$ cat src/rtl/pool_a2_cu_if.sv
// Handshake and memory-strobe bundle between pooling control unit A2,
// conv stage A1 output memory, the pooling datapath and the next layer.
interface pool_a2_cu_if #(
  parameter int AW_IFM  = 10,
  parameter int AW_NEXT = 11
);
  logic               start_from_previous;
  logic               end_to_previous;
  logic               ifm_enable_read;
  logic [AW_IFM-1:0]  ifm_address_read;
  logic               ifm_sel_read;
  logic               pool_clear;
  logic               pool_enable;
  logic               ifm_enable_write_next;
  logic [AW_NEXT-1:0] ifm_address_write_next;
  logic               end_from_next;
  logic               start_to_next;
  logic               ready;

  modport master (
    input  start_from_previous,
    input  end_from_next,
    output end_to_previous,
    output ifm_enable_read,
    output ifm_address_read,
    output ifm_sel_read,
    output pool_clear,
    output pool_enable,
    output ifm_enable_write_next,
    output ifm_address_write_next,
    output start_to_next,
    output ready
  );

  modport slave (
    output start_from_previous,
    output end_from_next,
    input  end_to_previous,
    input  ifm_enable_read,
    input  ifm_address_read,
    input  ifm_sel_read,
    input  pool_clear,
    input  pool_enable,
    input  ifm_enable_write_next,
    input  ifm_address_write_next,
    input  start_to_next,
    input  ready
  );
endinterface

$ cat src/rtl/pool_a2_cu.sv
// Control unit for 2x2/stride-2 pooling stage A2: walks each A1 map
// window by window, strobes the max datapath and writes pooled maps.
module pool_a2_cu #(
  parameter int IFM_SIZE          = 28,
  parameter int IFM_DEPTH         = 6,
  parameter int IFM_SIZE_NEXT     = IFM_SIZE / 2,
  parameter int ADDRESS_SIZE_IFM  = $clog2(IFM_SIZE * IFM_SIZE),
  parameter int ADDRESS_SIZE_NEXT =
    $clog2(IFM_SIZE_NEXT * IFM_SIZE_NEXT * IFM_DEPTH)
) (
  input  logic         clk,
  input  logic         reset,
  pool_a2_cu_if.master io
);

  localparam int CW = (IFM_SIZE_NEXT > 1) ? $clog2(IFM_SIZE_NEXT) : 1;
  localparam int MW = (IFM_DEPTH > 1) ? $clog2(IFM_DEPTH) : 1;
  localparam int AW = ADDRESS_SIZE_IFM;
  localparam int NW = ADDRESS_SIZE_NEXT;

  typedef enum logic [1:0] {
    IDLE,
    READ,
    DRAIN,
    HANDOFF
  } state_t;

  state_t        state_q, state_d;
  logic [1:0]    elem_q, elem_d;
  logic [CW-1:0] col_q, col_d;
  logic [CW-1:0] row_q, row_d;
  logic          drain_q, drain_d;
  logic [MW-1:0] map_q, map_d;
  logic          sel_q, sel_d;
  logic [NW-1:0] waddr_q, waddr_d;
  logic          pen_q, pen_d;
  logic          pclr_q, pclr_d;
  logic          w1_q, w1_d;
  logic          we_q, we_d;

  logic          rd_en;
  logic          stn;
  logic          waddr_clr;
  logic          last_elem;
  logic          last_col;
  logic          last_row;
  logic [AW-1:0] raddr;
  logic [AW-1:0] row_w;
  logic [AW-1:0] col_w;

  assign last_elem = (elem_q == 2'd3);
  assign last_col  = (col_q == CW'(IFM_SIZE_NEXT - 1));
  assign last_row  = (row_q == CW'(IFM_SIZE_NEXT - 1));

  // Window-major walk: top-left, top-right, bottom-left, bottom-right
  always_comb begin
    row_w = AW'(row_q);
    col_w = AW'(col_q);
    raddr = ((row_w << 1) + AW'(elem_q[1])) * AW'(IFM_SIZE)
          + (col_w << 1) + AW'(elem_q[0]);
  end

  always_comb begin
    state_d   = state_q;
    elem_d    = elem_q;
    col_d     = col_q;
    row_d     = row_q;
    drain_d   = drain_q;
    map_d     = map_q;
    sel_d     = sel_q;
    rd_en     = 1'b0;
    stn       = 1'b0;
    waddr_clr = 1'b0;

    unique case (state_q)
      IDLE: begin
        if (io.start_from_previous) begin
          state_d = READ;
        end
      end
      READ: begin
        rd_en  = 1'b1;
        elem_d = elem_q + 2'd1;
        if (last_elem) begin
          col_d = last_col ? '0 : col_q + 1'b1;
          if (last_col) begin
            row_d = last_row ? '0 : row_q + 1'b1;
            if (last_row) begin
              state_d = DRAIN;
              drain_d = 1'b0;
            end
          end
        end
      end
      DRAIN: begin
        drain_d = 1'b1;
        if (drain_q) begin
          drain_d = 1'b0;
          sel_d   = ~sel_q;
          map_d   = map_q + 1'b1;
          if (map_q == MW'(IFM_DEPTH - 1)) begin
            state_d = HANDOFF;
          end else begin
            state_d = IDLE;
          end
        end
      end
      HANDOFF: begin
        if (io.end_from_next) begin
          stn       = 1'b1;
          map_d     = '0;
          waddr_clr = 1'b1;
          state_d   = IDLE;
        end
      end
      default: state_d = IDLE;
    endcase
  end

  // Datapath strobes trail the read by the memory latency;
  // the write waits one more cycle for the max to settle.
  always_comb begin
    pen_d   = rd_en;
    pclr_d  = rd_en & (elem_q == 2'd0);
    w1_d    = rd_en & last_elem;
    we_d    = w1_q;
    waddr_d = waddr_clr ? '0 : waddr_q + NW'(we_q);
  end

  always_ff @(posedge clk or negedge reset) begin
    if (!reset) begin
      state_q <= IDLE;
      elem_q  <= '0;
      col_q   <= '0;
      row_q   <= '0;
      drain_q <= 1'b0;
      map_q   <= '0;
      sel_q   <= 1'b0;
      waddr_q <= '0;
      pen_q   <= 1'b0;
      pclr_q  <= 1'b0;
      w1_q    <= 1'b0;
      we_q    <= 1'b0;
    end else begin
      state_q <= state_d;
      elem_q  <= elem_d;
      col_q   <= col_d;
      row_q   <= row_d;
      drain_q <= drain_d;
      map_q   <= map_d;
      sel_q   <= sel_d;
      waddr_q <= waddr_d;
      pen_q   <= pen_d;
      pclr_q  <= pclr_d;
      w1_q    <= w1_d;
      we_q    <= we_d;
    end
  end

  assign io.end_to_previous        = (state_q == IDLE);
  assign io.ready                  = (state_q == IDLE);
  assign io.ifm_enable_read        = rd_en;
  assign io.ifm_address_read       = raddr;
  assign io.ifm_sel_read           = sel_q;
  assign io.pool_enable            = pen_q;
  assign io.pool_clear             = pclr_q;
  assign io.ifm_enable_write_next  = we_q;
  assign io.ifm_address_write_next = waddr_q;
  assign io.start_to_next          = stn;

endmodule

$ cat src/flat_wrapper.sv
// flat-port wrapper written by rule: the top's interface ports become plain ports
module pool_a2_cu_flat 
#(
  parameter int IFM_SIZE          = 28,
  parameter int IFM_DEPTH         = 6,
  parameter int IFM_SIZE_NEXT     = IFM_SIZE / 2,
  parameter int ADDRESS_SIZE_IFM  = $clog2(IFM_SIZE * IFM_SIZE),
  parameter int ADDRESS_SIZE_NEXT =
    $clog2(IFM_SIZE_NEXT * IFM_SIZE_NEXT * IFM_DEPTH)
)
  (clk, reset, io_start_from_previous, io_end_from_next, io_end_to_previous, io_ifm_enable_read, io_ifm_address_read, io_ifm_sel_read, io_pool_clear, io_pool_enable, io_ifm_enable_write_next, io_ifm_address_write_next, io_start_to_next, io_ready);
  pool_a2_cu_if io_i ();
  input  logic clk;
  input  logic reset;
  input wire logic [$bits(io_i.start_from_previous)-1:0] io_start_from_previous;
  input wire logic [$bits(io_i.end_from_next)-1:0] io_end_from_next;
  output wire logic [$bits(io_i.end_to_previous)-1:0] io_end_to_previous;
  output wire logic [$bits(io_i.ifm_enable_read)-1:0] io_ifm_enable_read;
  output wire logic [$bits(io_i.ifm_address_read)-1:0] io_ifm_address_read;
  output wire logic [$bits(io_i.ifm_sel_read)-1:0] io_ifm_sel_read;
  output wire logic [$bits(io_i.pool_clear)-1:0] io_pool_clear;
  output wire logic [$bits(io_i.pool_enable)-1:0] io_pool_enable;
  output wire logic [$bits(io_i.ifm_enable_write_next)-1:0] io_ifm_enable_write_next;
  output wire logic [$bits(io_i.ifm_address_write_next)-1:0] io_ifm_address_write_next;
  output wire logic [$bits(io_i.start_to_next)-1:0] io_start_to_next;
  output wire logic [$bits(io_i.ready)-1:0] io_ready;
  assign io_i.start_from_previous = io_start_from_previous;
  assign io_i.end_from_next = io_end_from_next;
  assign io_end_to_previous = io_i.end_to_previous;
  assign io_ifm_enable_read = io_i.ifm_enable_read;
  assign io_ifm_address_read = io_i.ifm_address_read;
  assign io_ifm_sel_read = io_i.ifm_sel_read;
  assign io_pool_clear = io_i.pool_clear;
  assign io_pool_enable = io_i.pool_enable;
  assign io_ifm_enable_write_next = io_i.ifm_enable_write_next;
  assign io_ifm_address_write_next = io_i.ifm_address_write_next;
  assign io_start_to_next = io_i.start_to_next;
  assign io_ready = io_i.ready;
  pool_a2_cu #(.IFM_SIZE(IFM_SIZE), .IFM_DEPTH(IFM_DEPTH), .IFM_SIZE_NEXT(IFM_SIZE_NEXT), .ADDRESS_SIZE_IFM(ADDRESS_SIZE_IFM), .ADDRESS_SIZE_NEXT(ADDRESS_SIZE_NEXT)) u_core (.clk(clk), .reset(reset), .io(io_i));
endmodule
$ cat config.mk
export PLATFORM = sky130hd
export DESIGN_NAME = pool_a2_cu_flat
export DESIGN_NICKNAME = d
export VERILOG_FILES = /design/src/rtl/pool_a2_cu_if.sv /design/src/rtl/pool_a2_cu.sv /design/src/flat_wrapper.sv
export SDC_FILE = /design/constraint.sdc
export NUM_CORES = 1
export LEC_CHECK = 0
export ABC_CLOCK_PERIOD_IN_PS = 7300
export CAP_MARGIN = 20
export CORE_ASPECT_RATIO = 1.5
export CORE_MARGIN = 3
export CORE_UTILIZATION = 45
export DETAILED_ROUTE_END_ITERATION = 16
export GPL_ROUTABILITY_DRIVEN = 0
export GPL_TIMING_DRIVEN = 0
export PLACE_DENSITY = 0.69
export SETUP_SLACK_MARGIN = 0.5
export SYNTH_ARGS = -nofsm -noshare
export SYNTH_HDL_FRONTEND = slang
export SYNTH_SLANG_ARGS = --single-unit
$ cat constraint.sdc
create_clock -name clk -period 7.3 [get_ports clk]
set_input_delay 1.095 -clock clk [delete_from_list [all_inputs] [get_ports clk]]
set_output_delay 1.095 -clock clk [all_outputs]
set_load 0.01 [all_outputs]
Yosys cells after proc, flatten, opt, wreduce, memory -nomap -nowiden
Cells that the tools add are included.
Operators by class
  mux-type cells: 22
  $mul: 1
  bitwise gates (word level): 3
  equality and inequality tests: 13
  add/subtract/negate cells: 8
  reductions and logical operators: 10
Operators by type and width (count)
  $mux W2: 7
  $add A11 B1 Y11: 1
  $mux W11: 1
  $add A10 B1 Y10: 1
  $add A10 B5 Y10: 1
  $mul A10 B3 Y8 const B: 1
  $add A4 B1 Y4 const B: 2
  $eq A4 B4 Y1 const B: 2
  $mux W4: 2
  $ne A2 B1 Y1 const B: 4
  $pmux W2 S4: 1
  $mux W1: 7
  $add A5 B1 Y6: 1
  $eq A2 B2 Y1 const B: 3
  $mux W3: 2
  $pmux W3 S2: 1
  $reduce_and A3 Y1: 2
  $reduce_and A6 Y1: 1
  $logic_not A2 Y1: 2
  $ne A2 B2 Y1 const B: 2
  $reduce_and A2 Y1: 2
  $reduce_and A4 Y1: 1
  $reduce_bool A2 Y1: 2
  $add A3 B1 Y3 const B: 1
  other kinds (6): 7
Word-level totals
  bits of input ports: 4
  bits in registers: 32

Logic depth before layout (Yosys ltp)
Gate-level depths: netlist of the first run.
  depth after elaboration: 5
  gate-level depth with buffers: 9

Worst setup path before layout of the first run
No wires, ideal clock.
  kind: flip-flop to output port
  start: register u_core.row_q[0]
  end: output port io_ifm_address_read[9]
  required time: 6205 ps
  stages on the path, launching flop included: 9
  data arrival time: 2406 ps
  setup slack: 3799 ps
  cell sequence: dfrtp_1 fa_1 ha_1 inv_1 fa_1 xor2_1 nor3_1 nand4_1 xor2_1
On the way
  word-level cells in the longest chain between the ends: 4
Ends and longest elaborated chain
  start: declaration: RTL line pool_a2_cu.sv:31  | logic [CW-1:0] row_q, row_d;
  start signal: assignment: RTL line pool_a2_cu.sv:148  | row_q <= row_d;
  $add A5 B1 Y6: RTL line pool_a2_cu.sv:59  | raddr = ((row_w << 1) + AW'(elem_q[1])) * AW'(IFM_SIZE)
  $mul A10 B3 Y8: RTL line pool_a2_cu.sv:59
  $add A10 B5 Y10: RTL line pool_a2_cu.sv:60  | + (col_w << 1) + AW'(elem_q[0]);
  $add A10 B1 Y10: RTL line pool_a2_cu.sv:60
  end: declaration: RTL line flat_wrapper.sv:19  | output wire logic [$bits(io_i.ifm_address_read)-1:0] io_ifm_address_read;
Every way passes these cells.

Final worst setup path of the first run
Ends and elaborated chain as after synthesis.

==> load_flow_metrics.sql, run 1 <==
INSERT INTO impl_metrics (metric_group, metric, value, unit) VALUES
('outcome', 'outcome', 'finished clean', ''),
('power', 'max-vdd-ir-drop', '249', 'µV'),
('sta', 'finalCriticalPeriod', '4430', 'ps'),
('place', 'portBuffers', '32', ''),
('synth', 'syn-instance-count', '200', ''),
('critical_path', 'critPathLaunch', 'u_core.row_q[0]', ''),
('synth', 'mean_instance_size_in_the_synthesized_netlist', '10.1', 'µm²'),
('floorplanning', 'die_h', '87.9', 'µm'),
('global_routing', 'global_route_wire_length_before_repair', '6600', 'µm'),
('global_routing', 'number_of_global_route_vias_before_repair', '1545', ''),
('critical_path', 'cp-start-kind', 'register', ''),
('critical_path', 'worst-path-max-fanout', '8', ''),
('sta', 'timing.final.max_slew_violations', '0', ''),
('final_layout', 'multi_input_comb_area', '1120', 'µm²'),
('critical_path', 'worst-r2r-cell-count', '6', ''),
('sta', 'fin_tns_setup', '0', 'ps'),
('final_layout', 'drive_above_1_share', '8.33', '%'),
('synth', 'synth-seq-cells', '32', ''),
('synth', 'post_synth_instance_area', '2010', 'µm²'),
('floorplanning', 'row_count', '29', ''),
('hold_path', 'holdCritStartpoint', 'u_core.w1_q', ''),
('synth', 'synthTopCellsByCount', 'dfrtp_1, ha_1, nor2_1, nand2_1, xor2_1', ''),
('critical_path', 'crit_arrival', '3340', 'ps'),
('drt', 'route.vias.total', '1513', ''),
('global_routing', 'grt_overflow', '0', ''),
('clock_tree', 'htree_levels', '2', ''),
('synth', 'yosys_most_used_dff', 'dfrtp_1', ''),
('drt', 'detailedRoute.firstIterationViolations', '47', ''),
('floorplanning', 'dieArea', '5330', 'µm²'),
('critical_path', 'worst_r2r_startpoint', 'u_core.elem_q[1]', ''),
('clock_tree', 'numClockSinks', '32', ''),
('synth', 'synth.largest_area_cell', 'dfrtp_1', ''),
('drt', 'wl_per_cell', '12.7', 'µm'),
('power', 'cellPowerDensity', '340', 'nW/µm²'),
('clock_tree', 'root_buffer', 'clkbuf_8', ''),
('sta', 'rsz0062_at_grt', 'false', ''),
('synth', 'share_of_synthesized_flip_flops_with_an_asynchronous_set_or_reset', '100', '%'),
('synth', 'seq_area_frac_synth', '39.8', '%'),
('critical_path', 'crit_type', 'reg -> out', ''),
('synth', 'synth_cell_types', '39', ''),
('final_layout', 'layout-area-overhead-vs-synth', '23.9', '%'),
('sta', 'slew_headroom', '54.0', '%'),
('final_layout', 'n_antenna_cell', '0', ''),
('synth', 'yosys.area.top_type_share', '39.8', '%'),
('synth', 'synth.top_cells.by_area', 'dfrtp_1, ha_1, xor2_1', ''),
('sta', 'tightest_slew', '690', 'ps'),
('global_routing', 'initial_antenna_violation_count', '0', ''),
('final_layout', 'post-route-util', '58.2', '%'),
('synth', 'synth_enable_flop_cells', '0', ''),
('clock_tree', 'hold_buffers', '0', ''),
('drt', 'antenna_left', '0', ''),
('sta', 'finalSetupViolations', '0', ''),
('sta', 'max_freq', '0.226', 'GHz'),
('global_routing', 'global_route.usage.total', '16.1', '%'),
('drt', 'drt-pass1-iter-count', '4', ''),
('sta', 'fin_worst_skew', '5.13', 'ps'),
('final_layout', 'final_net_count', '269', ''),
('final_layout', 'final-seq-area', '801', 'µm²'),
('drt', 'vias_per_cell', '5.29', ''),
('sta', 'final_report_hold_violation_count', '0', ''),
('drt', 'wirelength', '3650', 'µm'),
('clock_tree', 'postCtsResizedCells', '0', ''),
('clock_tree', 'tritoncts', 'done', ''),
('global_routing', 'grt_max_degree', '33', ''),
('synth', 'synth.yosys.warnings', '0', ''),
('critical_path', 'cp_data_required_time', '6200', 'ps'),
('critical_path', 'cp-end-kind', 'output port', ''),
('clock_tree', 'clk_transition_reported_paths', '60', 'ps'),
('place', 'post-dp-hpwl', '2800', 'µm'),
('clock_tree', 'cts_inserted_buffers', '5', ''),
('floorplanning', 'core_area', '4280', 'µm²');
## layer usage
metal	up-vias	part of all wire (%)	wire [µm]
li1	758	-	-
met1	723	42	1530
met2	28	53	1930
met3	4	3.7	134
met4	0	1.6	57
met5	-	0	0
## where the power goes
group	leakage, µW	internal (µW)	switching, µW
Combinational	0.000709	212	169
Clock	0.0000552	101	63.9
Sequential	0.000419	236	65.5
## final timing paths
| check | end | slack [ps] |
|---|---|---|
| min | u_core.io.ifm_enable_write_next | 350 |
| min in group asynchronous | u_core.map_q[1] | 860 |
| min reg2reg | u_core.io.ifm_enable_write_next | 350 |
| max in group asynchronous | u_core.io.pool_enable | 6000 |
| max reg2reg | u_core.state_q[0] | 5320 |
| max | io_ifm_address_read[9] | 2870 |
## placed cells by master (no fill, tap or decap), types with 2 or more instances in the layout
cell / instances
buf_4: 3
nor3b_1: 2
xor2_1: 14
ha_1: 20
a211oi_1: 3
nor2b_1: 2
fa_1: 6
o31ai_1: 2
a22o_1: 2
a21oi_1: 11
nor2_1: 16
and2_1: 3
nand2_1: 15
clkdlybuf4s50_1: 31
dfrtp_1: 32
o21ai_0: 10
o22ai_1: 2
inv_1: 13
buf_2: 5
clkbuf_8: 5
a21o_1: 4
nor3_1: 2
mux2i_1: 2
or3_1: 4
nand3_1: 6
xnor2_1: 4
nand4_1: 4
## cells by family after synthesis
| kind of cell | Yosys count | share of synthesized area (%) |
|---|---|---|
| buffers and inverters | 21 | 4.73 |
| muxes | 3 | 1.55 |
| and+or+nand+nor | 62 | 16.2 |
| xor gates and xnor gates | 18 | 7.84 |
| DFF | 32 | 39.8 |
| AOI/OAI and AO/OA | 38 | 11.5 |
| adders and majority gates | 26 | 18.4 |
## critical path, cell delays in order, from the launching register on
cell	delay [ps]
dfrtp_1	510
fa_1	590
ha_1	160
inv_1	50
fa_1	390
xor2_1	190
nor3_1	300
nand4_1	150
xor2_1	160
clkdlybuf4s50_1	550
## sequential cells by signal (all words and copies together) (netlist names), 2 cells and up
register                          cells
u_core.map_q                          3
u_core.col_q                          4
u_core.io.ifm_address_write_next     11
u_core.state_q                        2
u_core.elem_q                         2
u_core.row_q                          4
## through the flow
stage | cells | cell area (µm²) | power (µW) | hold WS, ps | worst slack, ps
2_1_floorplan | 200 | 2010 | 520 | 331 | 3800
3_3_place_gp | 278 | 2390 | 679 | 332 | 3140
3_5_place_dp | 278 | 2380 | 690 | 335 | 3120
4_1_cts | 286 | 2490 | 860 | 351 | 2800
5_1_grt | 286 | 2490 | 918 | 375 | 2610
6_report | 286 | 2490 | 848 | 349 | 2870
## area by class of cell
type / instances / area share, %
Buffer: 7 / 1.71
Clock buffer: 6 / 2.91
Inverter: 14 / 2.11
Sequential cell: 32 / 32.1
Multi-Input combinational cell: 147 / 44.8
Timing Repair Buffer: 32 / 12.7
Clock inverter: 2 / 1.41
Tap cell: 46 / 2.31
Power figures use the tool's default switching activity.
==> inputs of run 2 (changes only) <==
- ABC_CLOCK_PERIOD_IN_PS: 7300 -> 3900
- PLACE_DENSITY: 0.69 -> 0.72
- clock period: 7.3 -> 3.9 ns (I/O delays scaled with it)
==> run 2 against run 1 <==
Clock power rose by 82%. Critical path type unchanged. Total power rose by 86%. Sequential power rose by 86%. Cell count rose by 2.4%. Hold slack improved by 4.2 ps.
==> load_flow_metrics.sql, run 2 (same netlist as run 1, synthesis figures left out) <==
INSERT INTO impl_metrics (metric_group, metric, value, unit) VALUES
('final_layout', 'postLayoutCellArea', '2600', 'µm²'),
('sta', 'final_report_hold_violation_count', '0', ''),
('floorplanning', 'die_h', '87.9', 'µm'),
('floorplanning', 'core_area', '4280', 'µm²'),
('final_layout', 'layout-area-overhead-vs-synth', '29.0', '%'),
('final_layout', 'final-seq-area', '803', 'µm²'),
('critical_path', 'worst-r2r-cell-count', '6', ''),
('sta', 'rsz0062_at_grt', 'true', ''),
('global_routing', 'initial_antenna_violation_count', '0', ''),
('final_layout', 'final_cell_mix', 'dfrtp_1, clkdlybuf4s50_1, ha_1', ''),
('place', 'portBuffers', '32', ''),
('critical_path', 'worst-path-max-fanout', '3', ''),
('floorplanning', 'floorplan.io_pins', '33', ''),
('critical_path', 'cp_data_required_time', '3310', 'ps'),
('sta', 'finalSetupViolations', '0', ''),
('drt', 'route.vias.total', '1533', ''),
('critical_path', 'crit_arrival', '2860', 'ps'),
('outcome', 'outcome', 'finished clean', ''),
('final_layout', 'num-fill-cells', '375', ''),
('power', 'max-vdd-ir-drop', '352', 'µV'),
('critical_path', 'cp-end-kind', 'output port', ''),
('global_routing', 'number_of_global_route_vias_before_repair', '1492', ''),
('hold_path', 'hold_path.class', 'in -> async', ''),
('global_routing', 'grt_overflow', '0', ''),
('drt', 'vias_per_cell', '5.23', ''),
('clock_tree', 'clkLatencyLatePin', '270', 'ps'),
('job', 'cap_violations', '0', ''),
('final_layout', 'largest_register_ff_count', '11', ''),
('final_layout', 'multi_input_comb_area', '1170', 'µm²'),
('final_layout', 'drive_above_1_share', '17.4', '%'),
('sta', 'max_freq', '0.291', 'GHz'),
('sta', 'slew_headroom', '53.9', '%'),
('sta', 'timing.final.max_slew_violations', '0', ''),
('sta', 'fin_crit_sh', '88.2', '%'),
('final_layout', 'final_net_count', '276', ''),
('place', 'pre_cts_ws', '241', 'ps'),
('critical_path', 'crit_type', 'reg -> out', ''),
('sta', 'finalCriticalPeriod', '3440', 'ps'),
('floorplanning', 'row_count', '29', ''),
('sta', 'worst_slack', '459', 'ps'),
('clock_tree', 'clk_transition_reported_paths', '60', 'ps'),
('floorplanning', 'floorplan.initialDensity', '47.0', '%'),
('sta', 'fin_worst_hold_slack', '353', 'ps'),
('sta', 'fin_worst_skew', '7.51', 'ps'),
('sta', 'fin_tns_setup', '0', 'ps'),
('drt', 'drt-pass1-iter-count', '4', ''),
('drt', 'antenna_left', '0', ''),
('drt', 'wl_per_cell', '12.8', 'µm'),
('clock_tree', 'root_buffer', 'clkbuf_8', ''),
('clock_tree', 'cts_inserted_buffers', '5', ''),
('global_routing', 'global_route.usage.total', '15.6', '%'),
('power', 'power.leakage', '0.00125', 'µW'),
('floorplanning', 'dieArea', '5330', 'µm²'),
('final_layout', 'final_common_cell', 'dfrtp_1', ''),
('drt', 'wirelength', '3750', 'µm'),
('clock_tree', 'numClockSinks', '32', ''),
('sta', 'tightest_slew', '691', 'ps'),
('place', 'post-dp-hpwl', '2760', 'µm'),
('clock_tree', 'max-clock-path-buffers', '2', ''),
('power', 'overall_power', '1580', 'µW'),
('clock_tree', 'htree_levels', '2', ''),
('drt', 'detailedRoute.firstIterationViolations', '62', ''),
('global_routing', 'grt_max_degree', '33', ''),
('power', 'cellPowerDensity', '608', 'nW/µm²'),
('drt', 'drc', '0', ''),
('global_routing', 'global_route_wire_length_before_repair', '6330', 'µm'),
('critical_path', 'cp-start-kind', 'register', ''),
('floorplanning', 'die_width', '60.6', 'µm'),
('final_layout', 'n_antenna_cell', '0', ''),
('clock_tree', 'tritoncts', 'done', ''),
('place', 'placed_area', '2380', 'µm²');
## run 2: cell count changes in the layout (fill, tap and decap cells not counted), moves of 2 or more
| cell | delta |
|---|---|
| buf_4 | +6 |
| clkdlybuf4s50_1 | -5 |
| a21oi_1 | -3 |
| a21oi_2 | +3 |
| buf_2 | +2 |
| dfrtp_1 | -2 |
| dfrtp_2 | +2 |
| ha_1 | -2 |
| ha_2 | +2 |
| inv_1 | -2 |
| inv_2 | +2 |
| xor2_1 | -2 |
## run 2: metal layers
metal	global-route usage, %	up-vias	routed length, µm
met1	17.2	731	1520
met5	0	-	0
met3	3.54	2	124
li1	-	769	-
met4	6.11	0	39
met2	27.9	31	2060
## run 2: cell type report
class	instances	share of cell area (%)
Multi-Input combinational cell	147	44.9
Sequential cell	32	30.9
Timing Repair Buffer	39	14.1
Clock buffer	6	2.80
Tap cell	46	2.22
Inverter	14	2.02
Buffer	7	1.64
Clock inverter	2	1.35
## run 2: final timing paths
check                            startpoint                               to  slack, ps
setup / recovery            u_core.row_q[1]           io_ifm_address_read[9]        460
hold / removal                        reset                u_core.state_q[0]        350
setup reg to reg           u_core.elem_q[1]                u_core.state_q[0]       1930
hold reg to reg                 u_core.w1_q  u_core.io.ifm_enable_write_next        350
max in group asynchronous             reset                  u_core.row_q[1]       3060
min in group clk                u_core.w1_q  u_core.io.ifm_enable_write_next        350
## run 2: timing repair
action	4_1_cts	5_1_grt
endpoints found under the setup margin	5	4
gates cloned	0	0
resized for setup	13	15
endpoints found under the hold margin	0	0
hold buffers	0	0
pin swaps	1	8
setup buffers	4	3
## run 2: per-stage QoR
stage,util [%],cells
floorplan,-,200
global placement,55.8,278
detailed placement,55.7,278
CTS,59.2,290
global route,60.6,293
finish,60.6,293
## run 2: power breakdown
| group | switching, µW | internal [µW] | leakage, µW | total (µW) |
|---|---|---|---|---|
| combinational | 319 | 396 | 0.000781 | 716 |
| sequential | 121 | 442 | 0.000415 | 563 |
| clock | 112 | 189 | 0.0000552 | 301 |
| total | 552 | 1030 | 0.00125 | 1580 |
## run 2: critical path: stages, from the launching register on
cell and delay (ps):
dfrtp_2 450, fa_1 560, ha_2 190, inv_2 40, fa_2 390, xor2_4 180
nor3_2 210, buf_4 140, nand4_1 110, xor2_1 170, buf_2 140
==> inputs of run 3 (changes only) <==
- SLEW_MARGIN: not set -> 20
- TNS_END_PERCENT: not set -> 1
==> run 3 against run 2 <==
Total power about the same. Non-clock buffer count shrank 4. Clock-buffer cell count is the same. Clock power about the same. Core utilization is 1.5 points lower. Hold slack barely moved. Flip-flop and latch count unchanged. Global-route usage decreased by 0.15 points.
==> load_flow_metrics.sql, run 3 (same netlist as run 1, synthesis figures left out) <==
INSERT INTO impl_metrics (metric_group, metric, value, unit) VALUES
('floorplanning', 'core_area', '4280', 'µm²'),
('sta', 'fin_crit_sh', '88.2', '%'),
('clock_tree', 'root_buffer', 'clkbuf_8', ''),
('power', 'clkPwrFrac', '19.0', '%'),
('critical_path', 'worst-path-max-fanout', '4', ''),
('critical_path', 'cp-start-kind', 'register', ''),
('floorplanning', 'die_h', '87.9', 'µm'),
('drt', 'wirelength', '3670', 'µm'),
('clock_tree', 'tritoncts', 'done', ''),
('floorplanning', 'row_count', '29', ''),
('power', 'switchingPower', '549', 'µW'),
('global_routing', 'number_of_global_route_vias_before_repair', '1488', ''),
('power', 'cellPowerDensity', '623', 'nW/µm²'),
('drt', 'drt-pass1-iter-count', '4', ''),
('hold_path', 'min_to', 'u_core.io.ifm_enable_write_next', ''),
('drt', 'vias_per_cell', '5.24', ''),
('critical_path', 'cp-end-kind', 'output port', ''),
('final_layout', 'num-fill-cells', '388', ''),
('outcome', 'outcome', 'finished clean', ''),
('critical_path', 'reg2reg_to', 'u_core.state_q[0]', ''),
('critical_path', 'worst_r2r_startpoint', 'u_core.elem_q[1]', ''),
('sta', 'max_freq', '0.291', 'GHz'),
('power', 'sequentialPowerShare', '35.6', '%'),
('sta', 'final_report_hold_violation_count', '0', ''),
('power', 'switching_share', '34.8', '%'),
('critical_path', 'critPathMaxStageDelay', '560', 'ps'),
('place', 'post-dp-hpwl', '2760', 'µm'),
('clock_tree', 'htree_levels', '2', ''),
('drt', 'wl_per_cell', '12.7', 'µm'),
('critical_path', 'critPathSlowestCell', 'fa_1', ''),
('final_layout', 'drive_above_1_share', '13.6', '%'),
('clock_tree', 'clkLatencyLatePin', '270', 'ps'),
('floorplanning', 'floorplan.io_pins', '33', ''),
('critical_path', 'cp_data_required_time', '3310', 'ps'),
('global_routing', 'initial_antenna_violation_count', '0', ''),
('sta', 'fin_worst_skew', '7.58', 'ps'),
('floorplanning', 'dieArea', '5330', 'µm²'),
('sta', 'rsz0062_at_grt', 'true', ''),
('global_routing', 'grt_max_degree', '33', ''),
('global_routing', 'global_route.usage.total', '15.4', '%'),
('power', 'max-vdd-ir-drop', '369', 'µV'),
('final_layout', 'final_common_cell', 'dfrtp_1', ''),
('floorplanning', 'floorplan.initialDensity', '47.0', '%'),
('critical_path', 'worst-r2r-cell-count', '6', ''),
('drt', 'route.vias.total', '1514', ''),
('sta', 'timing.final.max_slew_violations', '0', ''),
('power', 'power_report.internal_total', '1030', 'µW'),
('sta', 'slew_headroom', '53.9', '%'),
('global_routing', 'grt_overflow', '0', ''),
('floorplanning', 'die_width', '60.6', 'µm'),
('final_layout', 'final_net_count', '272', ''),
('critical_path', 'crit_type', 'reg -> out', ''),
('hold_path', 'min_path_cells', '0', ''),
('sta', 'finalCriticalPeriod', '3440', 'ps'),
('power', 'power_frac_comb', '45.4', '%'),
('sta', 'worst_slack', '461', 'ps'),
('job', 'cap_violations', '0', ''),
('sta', 'tightest_slew', '691', 'ps'),
('final_layout', 'final_cell_mix', 'dfrtp_1, clkdlybuf4s50_1, ha_1', ''),
('global_routing', 'global_route_wire_length_before_repair', '6270', 'µm'),
('sta', 'finalSetupViolations', '0', ''),
('drt', 'antenna_left', '0', ''),
('hold_path', 'hold_path.class', 'reg -> reg', ''),
('drt', 'detailedRoute.firstIterationViolations', '55', ''),
('clock_tree', 'cts_inserted_buffers', '5', ''),
('clock_tree', 'clk_transition_reported_paths', '60', 'ps'),
('final_layout', 'postLayoutCellArea', '2530', 'µm²'),
('critical_path', 'crit_arrival', '2850', 'ps'),
('place', 'placed_area', '2380', 'µm²'),
('final_layout', 'largest_register_ff_count', '11', ''),
('place', 'portBuffers', '32', ''),
('power', 'power.leakage', '0.00123', 'µW'),
('critical_path', 'reg2reg_slack', '1970', 'ps'),
('final_layout', 'layout-area-overhead-vs-synth', '25.9', '%'),
('drt', 'drc', '0', ''),
('hold_path', 'holdCritStartpoint', 'u_core.w1_q', ''),
('final_layout', 'n_antenna_cell', '0', ''),
('place', 'pre_cts_ws', '241', 'ps'),
('critical_path', 'worstPathCellList', 'fa_1 -> ha_2 -> ha_1 -> a21oi_2 -> xor2_1 -> clkdlybuf4s50_1', ''),
('clock_tree', 'numClockSinks', '32', ''),
('sta', 'fin_tns_setup', '0', 'ps'),
('clock_tree', 'max-clock-path-buffers', '2', '');
-- run 3: worst max path at each step --
| stage | to | slack, ps | startpoint | cells after the start |
|---|---|---|---|---|
| global route | io_ifm_address_read[9] | 330 | u_core.row_q[0] | 10 |
| CTS | io_ifm_address_read[9] | 270 | u_core.row_q[0] | 10 |
| detailed placement | io_ifm_address_read[9] | 240 | u_core.row_q[0] | 9 |
| floorplan | io_ifm_address_read[9] | 910 | u_core.row_q[0] | 8 |
| global placement | io_ifm_address_read[9] | 270 | u_core.row_q[0] | 9 |
| finish | io_ifm_address_read[5] | 460 | u_core.row_q[0] | 6 |
-- run 3: critical path, delay by kind of cell, from the launching register on --
kind | cells | cell delay (ps)
adders and majority gates | 3 | 1190
buffers and inverters | 1 | 550
DFF | 1 | 450
AOI/OAI and AO/OA | 1 | 210
xor gates and xnor gates | 1 | 180
-- run 3: final cells by class --
cell class	count	area, µm²	share of cell area (%)
Multi-Input combinational cell	147	1140	45.0
Sequential cell	32	803	31.7
Timing Repair Buffer	35	329	13.0
Clock buffer	6	72.6	2.86
Tap cell	46	57.6	2.27
Inverter	14	52.6	2.07
Buffer	7	42.5	1.68
Clock inverter	2	35.0	1.38
-- run 3: timing repair --
action / 4_1_cts / 5_1_grt
resized for setup: 6 / 11
setup endpoints to repair: 5 / 5
hold buffers: 0 / 0
pin swaps: 1 / 1
endpoints found under the hold margin: 0 / 0
buffers inserted: 3 / 0
gates cloned: 0 / 0
-- run 3: per-stage QoR --
stage / hold slack, ps / utilization [%] / std cells / total power (µW)
floorplan: 289 / - / 200 / 972
global placement: 333 / 55.8 / 278 / 1270
detailed placement: 340 / 55.7 / 278 / 1280
CTS: 355 / 58.8 / 289 / 1600
global route: 359 / 59.2 / 289 / 1700
finish: 353 / 59.2 / 289 / 1580
-- run 3: routing by layer --
| metal | part of all wire [%] | wire length [µm] | vias to the layer above | track usage [%] |
|---|---|---|---|---|
| li1 | - | - | 760 | - |
| met1 | 42 | 1520 | 722 | 17.2 |
| met2 | 54 | 1990 | 30 | 27.5 |
| met3 | 3.1 | 112 | 2 | 3.54 |
| met4 | 1.1 | 39 | 0 | 6.11 |
| met5 | 0 | 0 | - | 0 |
-- run 3: power by group through the flow --
stage	sequential, µW	combinational (µW)	clock, µW
2_1_floorplan	569	403	0
3_3_place_gp	569	702	0
3_5_place_dp	571	712	0
4_1_cts	565	720	311
5_1_grt	584	798	323
6_report	563	717	300
